$ cat src/rtl/common.sv
// Package common: constants and helpers shared across the core front end.
//   PC_RESET  - architectural reset fetch address
//   CNT_MAX   - ceiling for 16-bit event counters
//   sat_inc16 - increment that sticks at CNT_MAX instead of wrapping
package common;

  localparam logic [63:0] PC_RESET = 64'h8000_0000;
  localparam logic [15:0] CNT_MAX  = 16'hFFFF;

  function automatic logic [15:0] sat_inc16(input logic [15:0] v);
    return (v == CNT_MAX) ? v : v + 16'd1;
  endfunction

endpackage

$ cat src/rtl/pipes.sv
// Package pipes: pipeline-control types for the front end.
//   fetch_state_t - fetch controller state
//     FETCH : request outstanding or being issued at fetch_pc
//     DRAIN : waiting for a response that will be thrown away after a redirect
//     HOLD  : response captured while decode was stalled, replayed from a buffer
package pipes;

  typedef enum logic [1:0] {
    FETCH = 2'd0,
    DRAIN = 2'd1,
    HOLD  = 2'd2
  } fetch_state_t;

endpackage

$ cat src/rtl/fetch_redirect_ctrl.sv
// fetch_redirect_ctrl: instruction fetch PC sequencer with redirect handling.
// Issues one instruction-bus request at a time at fetch_pc, presents returned
// words to the fetch/decode register, buffers a word that arrives while decode
// is stalled, and discards responses made stale by a decode-stage redirect.
//
// Ports
//   clk            in   1  clock, rising edge
//   resetn         in   1  synchronous active-low reset
//   redirect       in   1  decode-stage redirect request
//   redirect_pc    in  64  redirect target
//   stall          in   1  fetch/decode register cannot accept this cycle
//   ireq_valid     out  1  instruction-bus request valid
//   ireq_addr      out 64  instruction-bus request address
//   iresp_data_ok  in   1  instruction-bus response valid
//   iresp_data     in  32  instruction-bus response word
//   f_valid        out  1  instruction presented to fetch/decode register
//   f_pc           out 64  PC of presented instruction
//   f_instr        out 32  presented instruction
//   fetch_pc       out 64  current fetch PC (last_pc for decode's compare)
//   discard_cnt    out 16  saturating count of discarded responses
module fetch_redirect_ctrl
  import common::*;
  import pipes::*;
#(
  parameter logic [63:0] PCINIT = PC_RESET
) (
  input  logic        clk,
  input  logic        resetn,
  input  logic        redirect,
  input  logic [63:0] redirect_pc,
  input  logic        stall,
  output logic        ireq_valid,
  output logic [63:0] ireq_addr,
  input  logic        iresp_data_ok,
  input  logic [31:0] iresp_data,
  output logic        f_valid,
  output logic [63:0] f_pc,
  output logic [31:0] f_instr,
  output logic [63:0] fetch_pc,
  output logic [15:0] discard_cnt
);

  fetch_state_t state, state_nxt;
  logic [63:0]  pend_pc;
  logic [63:0]  hold_pc;
  logic [31:0]  hold_instr;
  logic         take_redirect;

  // A redirect only counts in a cycle where decode can move.
  assign take_redirect = redirect & ~stall;

  always_ff @(posedge clk) begin
    if (!resetn) begin
      state <= FETCH;
    end else begin
      state <= state_nxt;
    end
  end

  always_comb begin
    state_nxt = state;
    case (state)
      FETCH: begin
        // stall blocks take_redirect, so a stalled response always parks in HOLD
        if (iresp_data_ok) begin
          if (stall) state_nxt = HOLD;
        end else if (take_redirect) begin
          state_nxt = DRAIN;
        end
      end
      DRAIN: begin
        if (iresp_data_ok) state_nxt = FETCH;
      end
      HOLD: begin
        if (take_redirect || !stall) state_nxt = FETCH;
      end
      default: state_nxt = FETCH;
    endcase
  end

  // Outputs are forced idle while resetn is low so the bus sees no request
  // in the reset cycle even though state still holds its old value.
  always_comb begin
    ireq_valid = 1'b0;
    ireq_addr  = fetch_pc;
    f_valid    = 1'b0;
    f_pc       = fetch_pc;
    f_instr    = iresp_data;
    if (resetn) begin
      case (state)
        FETCH: begin
          ireq_valid = 1'b1;
          // A word arriving under stall is still presented; decode simply
          // does not take it, and the HOLD buffer replays it afterwards.
          f_valid    = iresp_data_ok & ~take_redirect;
        end
        DRAIN: begin
          ireq_valid = 1'b1;
        end
        HOLD: begin
          f_valid = ~take_redirect;
          f_pc    = hold_pc;
          f_instr = hold_instr;
        end
        default: ;
      endcase
    end
  end

  always_ff @(posedge clk) begin
    if (!resetn) begin
      fetch_pc    <= PCINIT;
      pend_pc     <= '0;
      hold_pc     <= '0;
      hold_instr  <= '0;
      discard_cnt <= '0;
    end else begin
      case (state)
        FETCH: begin
          if (iresp_data_ok) begin
            if (take_redirect) begin
              fetch_pc    <= redirect_pc;
              discard_cnt <= sat_inc16(discard_cnt);
            end else if (stall) begin
              hold_pc    <= fetch_pc;
              hold_instr <= iresp_data;
            end else begin
              fetch_pc <= fetch_pc + 64'd4;
            end
          end else if (take_redirect) begin
            pend_pc <= redirect_pc;
          end
        end
        DRAIN: begin
          // fetch_pc stays on the stale address until the response lands so
          // the outstanding request keeps a stable address.
          if (iresp_data_ok) begin
            discard_cnt <= sat_inc16(discard_cnt);
            fetch_pc    <= take_redirect ? redirect_pc : pend_pc;
          end else if (take_redirect) begin
            pend_pc <= redirect_pc;
          end
        end
        HOLD: begin
          if (take_redirect) begin
            fetch_pc <= redirect_pc;
          end else if (!stall) begin
            fetch_pc <= hold_pc + 64'd4;
          end
        end
        default: ;
      endcase
    end
  end

endmodule
$ cat config.mk
export PLATFORM = sky130hd
export DESIGN_NAME = fetch_redirect_ctrl
export DESIGN_NICKNAME = d
export VERILOG_FILES = /design/src/rtl/common.sv /design/src/rtl/pipes.sv /design/src/rtl/fetch_redirect_ctrl.sv
export SDC_FILE = /design/constraint.sdc
export NUM_CORES = 1
export LEC_CHECK = 0
export CAP_MARGIN = 0
export CORE_ASPECT_RATIO = 0.8
export CORE_UTILIZATION = 25
export DETAILED_ROUTE_END_ITERATION = 7
export GPL_ROUTABILITY_DRIVEN = 0
export GPL_TIMING_DRIVEN = 1
export SYNTH_ARGS = -nofsm -noshare
export SYNTH_HDL_FRONTEND = slang
export SYNTH_SLANG_ARGS = --single-unit
$ cat constraint.sdc
create_clock -name clk -period 3.01 [get_ports clk]
set_input_delay 0.602 -clock clk [delete_from_list [all_inputs] [get_ports clk]]
set_output_delay 0.602 -clock clk [all_outputs]
set_load 0.01 [all_outputs]
## Word-level counts from Yosys, hierarchy flattened

Index checks and enable logic that the tools add are counted.

| word-level totals | value |
|---|---|
| flip-flop bits (word level) | 242 |
| input bits | 101 |
| logic and storage cells | 63 |

| operators by class | value |
|---|---|
| $add $sub $neg | 3 |
| equality and inequality tests | 11 |
| mux-type cells | 27 |
| bitwise gates (word level) | 5 |
| reductions and logical operators | 11 |

Operator list:

| kind | number |
|---|---|
| $mux 64 | 9 |
| $pmux 64 s3 | 1 |
| $add 64x3->64 const B | 2 |
| $mux 16 | 4 |
| $mux 32 | 2 |
| $pmux 16 s2 | 1 |
| $add 16x1->16 const B | 1 |
| $eq 16x16->1 const B | 1 |
| $ne 3x3->1 const B | 4 |
| $reduce_and 4->1 | 3 |
| $mux 2 | 5 |
| $ne 2x2->1 const B | 4 |
| $pmux 2 s3 | 1 |
| $reduce_and 5->1 | 1 |
| $mux 1 | 3 |
| $not 1->1 | 3 |
| $reduce_bool 3->1 | 1 |
| $and 1x1->1 | 2 |
| $eq 2x1->1 const B | 1 |
| $eq 2x2->1 const B | 1 |
| $logic_not 2->1 | 1 |
| $pmux 1 s2 | 1 |
| $reduce_and 2->1 | 1 |
| $reduce_bool 2->1 | 1 |
| other kinds (3) | 3 |

## Longest topological paths before layout

Gate-level depths: netlist of run 1.

| logic depth | value |
|---|---|
| depth in word-level cells | 6 |
| depth in mapped cells | 12 |
| depth with buffers taken out | 9 |

## Least setup slack after synthesis of run 1

Ideal clock, no wire load.

| timing | value |
|---|---|
| kind | in2out |
| from | in stall |
| to | out f_valid |
| data arrival time | 1.975 ns |
| required time | 2.408 ns |
| setup slack | 0.433 ns |
| stages | 7 |
| buffers on the path | 4 |
| path through | buf_2 -> nand2b_1 -> clkbuf_1 -> clkbuf_1 -> buf_1 -> nand2_1 -> nor2_1 |

| between the ends | value |
|---|---|
| word-level cells in the longest chain between the ends | 6 |

Ends and longest elaborated chain:

| what | RTL line | source |
|---|---|---|
| from (decl) | fetch_redirect_ctrl.sv:31 | `input logic stall,` |
| $not 1->1 * | fetch_redirect_ctrl.sv:50 | `assign take_redirect = redirect & ~stall;` |
| $and 1x1->1 * | fetch_redirect_ctrl.sv:50 |  |
| $not 1->1 (no source line) * | n/a |  |
| $and 1x1->1 | fetch_redirect_ctrl.sv:95 | `f_valid = iresp_data_ok & ~take_redirect;` |
| $pmux 1 s2 * | fetch_redirect_ctrl.sv:90 | `case (state)` |
| $mux 1 * | fetch_redirect_ctrl.sv:89 | `if (resetn) begin` |
| to (decl) | fetch_redirect_ctrl.sv:36 | `output logic f_valid,` |

Every way passes the cells marked *; elsewhere a longest branch is shown, timed or not.

## Worst setup path in the final report of run 1

| timing | value |
|---|---|
| from | reg state[0] |
| to | out f_instr[0] |

| between the ends | value |
|---|---|
| word-level cells in the longest chain between the ends | 3 |

Ends and longest elaborated chain:

| what | RTL line | source |
|---|---|---|
| from (decl) | fetch_redirect_ctrl.sv:43 | `fetch_state_t state, state_nxt;` |
| from (signal assigned) | fetch_redirect_ctrl.sv:56 | `state <= state_nxt;` |
| $eq 2x2->1 | fetch_redirect_ctrl.sv:90 |  |
| $mux 32 | fetch_redirect_ctrl.sv:90 |  |
| $mux 32 | fetch_redirect_ctrl.sv:89 |  |
| to (decl) | fetch_redirect_ctrl.sv:38 | `output logic [31:0] f_instr,` |

No other way between the ends.

==> metrics, run 1 <==
Max clock buf depth 3; Synth top cells by count nand2_1, dfxtp_1, a21boi_0, clkbuf_1, o21ai_0; crit end category output port; Async SR Flop Fraction 0%; ys flop type dfxtp_1; largest family of logic cells by synthesized area simple AND/OR/NAND/NOR gates; Yosys top cell area share 30.42%; Fill cells 6574; vias in the first global route 15870; R2R Path Start hold_pc[7]; LEAKAGE 8.491 nW; pre-CTS setup slack 27.71 ps; Synth Instances 2109; share of layout cells above drive strength 1 15.79%; Yosys warning count 0; crit start category register; maximum VDD drop 451.0 µV; synthesized area 15920 µm²; Routed Antenna Nets 0; Total Nets Final 2560; post-synthesis mux area share 8.494%; total congestion overflow 0; simple-gate share of the synthesized area 26.46%; pwr dens 435.6 nW/µm²; Worst Clk Skew 12.69 ps; die width 284.2 µm; max-cap check violation count 0; chip height 227.7 µm; cts hold-fix bufs 0; Final period util 97.70%; Max-slew headroom 50.20%; final hold vios 0; largest net degree at the start of global routing 138; post-synthesis compound-gate area fraction 22.48%; initial DRC count 1661; sequential area share after synthesis 30.42%; Worst Hold Class register to register; P&R area growth vs syn 39.45%; Worst-Margin Slew 746.9 ps; register bit total from synthesis 242; Overall Global Routing Usage 20.32%; CTS tree yes; RSZ-0062 raised after global routing true; H-tree Lvls 1; final setup violation count 0; Worst Setup Slack, final 69.11 ps; DPL Wire Length 49780 µm; vias per inst 5.102; die outline area 64720 µm²; reg-to-reg slack, setup 290 ps; Avg Cell Area, Syn 7.551 µm²; Synth cell types 79; maximum fanout along the worst path 14; Hold Startpoint hold_instr[16]; DR vias 16930; Fmax 340.0 MHz; synth top area cells dfxtp_1, nand2_1, a21boi_0; Pre-antenna DRT Iters 5; Mapped Nets 2216; EDFF count, synth 0; routed wire length 68930 µm; max-slew violation count 0; most area-hungry cell type in the Yosys netlist dfxtp_1; Initial Util 25.36%; Worst Path Required 2410 ps; Tot Pwr 0.009673 W; Final min period 2941 ps; antenna violations before repair 6; routed len/inst 20.78 µm; io pins 343; clk slew on worst S/H paths 60 ps; run status finished, final reports clean; Synth Area in XOR/XNOR 4.180%; DRC Markers 0; WS Path Type register to output port; crit path DAT 2340 ps; Critical path origin state[0]; Sink Count 242; clk_lat worst skew 600 ps; number of I/O port buffers 342; most numerous cell in the Yosys netlist nand2_1; Core Region 62790 µm²; CTS buffer count 30; CTS root buffer clkbuf_16; global-route wire length before repair 102600 µm; Adder-Cell Fraction of Synth Area 0.4714%; Rows 82
[power by group]
part	leakage, nW	total, W	switching, W	internal [W]
sequential	1.97	0.00351	0.000152	0.00336
combinational	6.02	0.00234	0.00124	0.00110
clock	0.504	0.00382	0.00159	0.00223
[sequential cells by signal, summed over array words and instances (netlist names)]
signal,flops
fetch_pc,64
hold_pc,64
pend_pc,64
hold_instr,32
discard_cnt,16
state,2
[area by class of cell]
cell class	count	area, µm²	share of cell area [%]
Inverter	25	93.84	0.4226
Timing Repair Buffer	531	5218	23.50
Sequential cell	242	4850	21.84
Clock buffer	41	852.1	3.837
Clock inverter	14	166.4	0.7494
Antenna cell	2	5.005	0.02254
Tap cell	840	1051	4.733
Multi-Input combinational cell	1623	9971	44.90
[cells in the final DEF, fill, tap and decap left out, drive strengths merged, types with 25 or more instances in the layout]
cell / instances
a21boi: 165
clkdlybuf4s50: 250
and3: 27
dfxtp: 242
mux2i: 26
inv: 25
nand4: 40
nand2: 496
and2: 29
clkbuf: 51
a21oi: 76
xnor2: 37
dlygate4sd2: 35
xor2: 39
dlymetal6s2s: 34
buf: 188
nor2: 90
o21ai: 116
nor3: 35
mux2: 97
nand3: 86
[layer usage]
layer / vias to the layer above / global-route usage, % / wire, µm
met5: - / 0 / 60
met3: 102 / 3.950 / 5508
li1: 8087 / - / -
met4: 8 / 4.956 / 1627
met1: 8003 / 28.73 / 31750
met2: 730 / 31.43 / 29990
[final timing paths]
check	to	cells past startpoint
hold reg to reg	hold_instr[16]	2
setup / recovery	f_instr[0]	8
hold / removal	hold_instr[16]	2
setup reg to reg	fetch_pc[57]	9
[per-stage QoR]
step	utilization, %	cell area, µm²	instances	hold WS [ps]	TNS (ps)
finish	35.37	22210	3318	460.7	0
global route	35.36	22200	3317	483.1	-18.93
CTS	35.09	22030	3310	465.0	-2734
detailed placement	33.26	20890	3247	456.2	0
global placement	33.26	20890	3247	451.6	0
floorplan	-	15920	2109	439.3	0
[logic make-up after synthesis]
logic type | Yosys count
buffers and inverters | 244
multiplexers | 123
AO/OA/AOI/OAI | 533
adder cells (fa/ha/maj) | 6
XOR/XNOR | 76
AND/OR/NAND/NOR | 885
flip-flops | 242
[worst max-delay path, stage by stage (launching register included)]
cell and delay, ps:
dfxtp_4 370, inv_2 60, ha_4 170, nand2_8 120, buf_4 140, buf_12 90, buf_12 140, mux2_2 350
dlygate4sd2_1 280
[repair_timing]
action,4_1_cts,5_1_grt
resized for setup,65,70
cloned,3,2
buffers inserted,5,4
endpoints found under the setup margin,96,49
pin swaps,1,1
(Power assumes the default switching activity.)
==> run 2, diff against run 1 <==
--- a/config.mk
+++ b/config.mk
@@ -6,11 +6,14 @@
 export NUM_CORES = 1
 export LEC_CHECK = 0
 export CAP_MARGIN = 0
-export CORE_ASPECT_RATIO = 0.8
+export CELL_PAD_IN_SITES_DETAIL_PLACEMENT = 1
+export CELL_PAD_IN_SITES_GLOBAL_PLACEMENT = 1
+export CORE_ASPECT_RATIO = 1.75
 export CORE_UTILIZATION = 25
 export DETAILED_ROUTE_END_ITERATION = 7
 export GPL_ROUTABILITY_DRIVEN = 0
 export GPL_TIMING_DRIVEN = 1
+export PLACE_DENSITY_LB_ADDON = 0.1
 export SYNTH_ARGS = -nofsm -noshare
 export SYNTH_HDL_FRONTEND = slang
 export SYNTH_SLANG_ARGS = --single-unit
==> run 2 against run 1 <==
The run now ends with DRC left; critical path depth fell by 3; sequential cell count did not move; sequential power barely moved; setup slack improved by 8.6 ps; clock-buffer cell count rose by 5; sequential share of layout area rose by 0.095 points.
==> metrics, run 2 (synthesis results as in run 1) <==
largest net degree at the start of global routing 79 (was 138); final instance count without filler cells 3300 (was 3318); switch share 31.97% (was 30.85%); chip height 335.9 µm (was 227.7 µm); die width 192.8 µm (was 284.2 µm); Reg power frac 37.1% (was 36.3%); most common cell after layout, fill and taps aside nand2_1 (unchanged); logic gate share of total power 26.1% (was 24.2%); DRC Markers 44 (was 0); maximum fanout along the worst path 12 (was 14); met2 Use GR 44.59% (was 31.43%); cts hold-fix bufs 0 (unchanged); crit start category register (unchanged); CTS root buffer clkbuf_16 (unchanged); Fmax 341.0 MHz (was 340.0 MHz); clk slew on worst S/H paths 60 ps (about the same); biggest regs fetch_pc: 64 flops, hold_pc: 64 flops, pend_pc: 64 flops (unchanged); Max clock buf depth 3 (unchanged); WHS Path Cells 2 (unchanged); max-cap check violation count 0 (unchanged); Multi-input gate area 9985 µm² (was 9971 µm²); run status finished, violations left (was finished, final reports clean); Fill cells 7521 (was 6574); Hold Startpoint hold_instr[4] (was hold_instr[16]); Overall Global Routing Usage 23.88% (was 20.32%); total congestion overflow 0 (unchanged); Rows 122 (was 82); CTS tree yes (unchanged); most frequent cells in the layout nand2_1, clkdlybuf4s50_1, dfxtp_1, buf_4, a21boi_0 (was nand2_1, clkdlybuf4s50_1, dfxtp_1, a21boi_0, buf_4); CTS buffer count 29 (was 30); crit path DAT 2330 ps (was 2340 ps); pwr dens 425.9 nW/µm² (was 435.6 nW/µm²); Routed Antenna Nets 0 (unchanged); vias in the first global route 18190 (was 15870); Worst Hold Class register to register (unchanged); vias per inst 5.264 (was 5.102); M1 GR Usage 26.78% (was 28.73%); final setup violation count 0 (unchanged); crit end category output port (unchanged); P&R area growth vs syn 38.85% (was 39.45%); Largest stage delay, worst path 570 ps (was 370 ps); WS Path Type register to output port (unchanged); Tot Pwr 0.009418 W (was 0.009673 W); routing usage on met3 2.703% (was 3.950%); placed insts 3242 (was 3247); failing checks DRC; H-tree Lvls 1 (unchanged); busiest grt layer met2 (unchanged); die outline area 64750 µm² (was 64720 µm²); final hold vios 0 (unchanged); n_diodes 0 (was 2); routed wire length 78540 µm (was 68930 µm); Total Nets Final 2582 (was 2560); Worst Clk Skew 18.33 ps (was 12.69 ps); Pre-antenna DRT Iters 7 (was 5); RSZ-0062 raised after global routing true (unchanged); Max-slew headroom 47.79% (was 50.20%); clk_lat worst skew 590 ps (was 600 ps); global-route wire length before repair 115500 µm (was 102600 µm); antenna violations before repair 0 (was 6); io pins 343 (unchanged); Internal 0.006407 W (was 0.006689 W); Final period util 97.42% (was 97.70%); number of I/O port buffers 342 (unchanged); Worst Path Required 2410 ps (about the same); Worst-Margin Slew 783.2 ps (was 746.9 ps); routed len/inst 23.80 µm (was 20.78 µm); setup_tns 0 ps (unchanged); DPL Wire Length 58860 µm (was 49780 µm); max-slew violation count 0 (unchanged); R2R Path End fetch_pc[54] (was fetch_pc[57]); Initial Util 25.26% (was 25.36%); reg-to-reg slack, setup 240 ps (was 290 ps); share of layout cells above drive strength 1 16.00% (was 15.79%); initial DRC count 923 (was 1661); hold path endpoint hold_instr[4] (was hold_instr[16]); R2R Path Start fetch_pc[2] (was hold_pc[7]); clock share of power 36.8% (was 39.5%); Final min period 2932 ps (was 2941 ps); Core Region 63040 µm² (was 62790 µm²); Sink Count 242 (unchanged); final hold slack 462.2 ps (was 460.7 ps); Slowest-stage cell, CP clkdlybuf4s50_1 (was dfxtp_4); DR vias 17370 (was 16930); area occupied by registers 4850 µm² (unchanged); CP cell instances inv_1, ha_2, buf_6, o21a_1, clkdlybuf4s50_1 (was inv_2, ha_4, nand2_8, buf_4, buf_12, buf_12, mux2_2, dlygate4sd2_1); Reg2Reg Depth 9 (unchanged); maximum VDD drop 420.1 µV (was 451.0 µV); LEAKAGE 8.422 nW (was 8.491 nW); NetSw 0.003011 W (was 0.002984 W)
-- run 2: per-layer routing --
metal / part of all wire [%] / wire (µm)
met3: 3.8 / 2983
met2: 53 / 41330
met5: 0 / 0
met4: 3.9 / 3048
met1: 40 / 31180
-- run 2: final cells by class --
type,instances,area share [%]
multi-input combinational,1623,45.16
timing repair buffer,554,23.98
sequential,242,21.93
tap,806,4.561
clock buffer,46,3.707
inverter,25,0.4357
clock inverter,4,0.2207
-- run 2: power by group through the flow --
stage | logic, W | clock network (W) | registers (W)
6_report | 0.00246 | 0.00347 | 0.00349
5_1_grt | 0.00264 | 0.00368 | 0.00351
4_1_cts | 0.00248 | 0.00359 | 0.00349
3_5_place_dp | 0.00252 | 0 | 0.00356
3_3_place_gp | 0.00249 | 0 | 0.00356
2_1_floorplan | 0.00108 | 0 | 0.00362
-- run 2: worst max-delay path by stage --
stage,from,to,slack (ps),depth (start not counted)
after detailed placement,stall,fetch_pc[48],40,11
final,state[1],ireq_valid,80,5
after floorplan,stall,f_valid,430,7
after CTS,state[0],f_pc[51],-120,6
after global routing,state[0],f_instr[2],-5,7
after global placement,redirect,fetch_pc[56],30,9
-- run 2: per-stage QoR --
stage | instance area [µm²] | setup slack (ps) | util, %
3_3_place_gp | 21130 | 32.70 | 33.51
4_1_cts | 22000 | -118.5 | 34.89
6_report | 22110 | 77.70 | 35.07
3_5_place_dp | 21130 | 42.04 | 33.51
2_1_floorplan | 15920 | 432.9 | -
5_1_grt | 22110 | -5.256 | 35.07
-- run 2: worst max-delay path, delay by kind of cell, from the launching register on --
kind | cells | cell delay [ps]
fa+ha+maj | 1 | 240
buf+inv | 3 | 920
flops | 1 | 350
compound gates | 1 | 230
-- run 2: timing repair --
action,4_1_cts,5_1_grt
resized for setup,88,45
pin swaps,1,1
buffers inserted,2,4
gates cloned,1,1
setup endpoints to repair,97,34
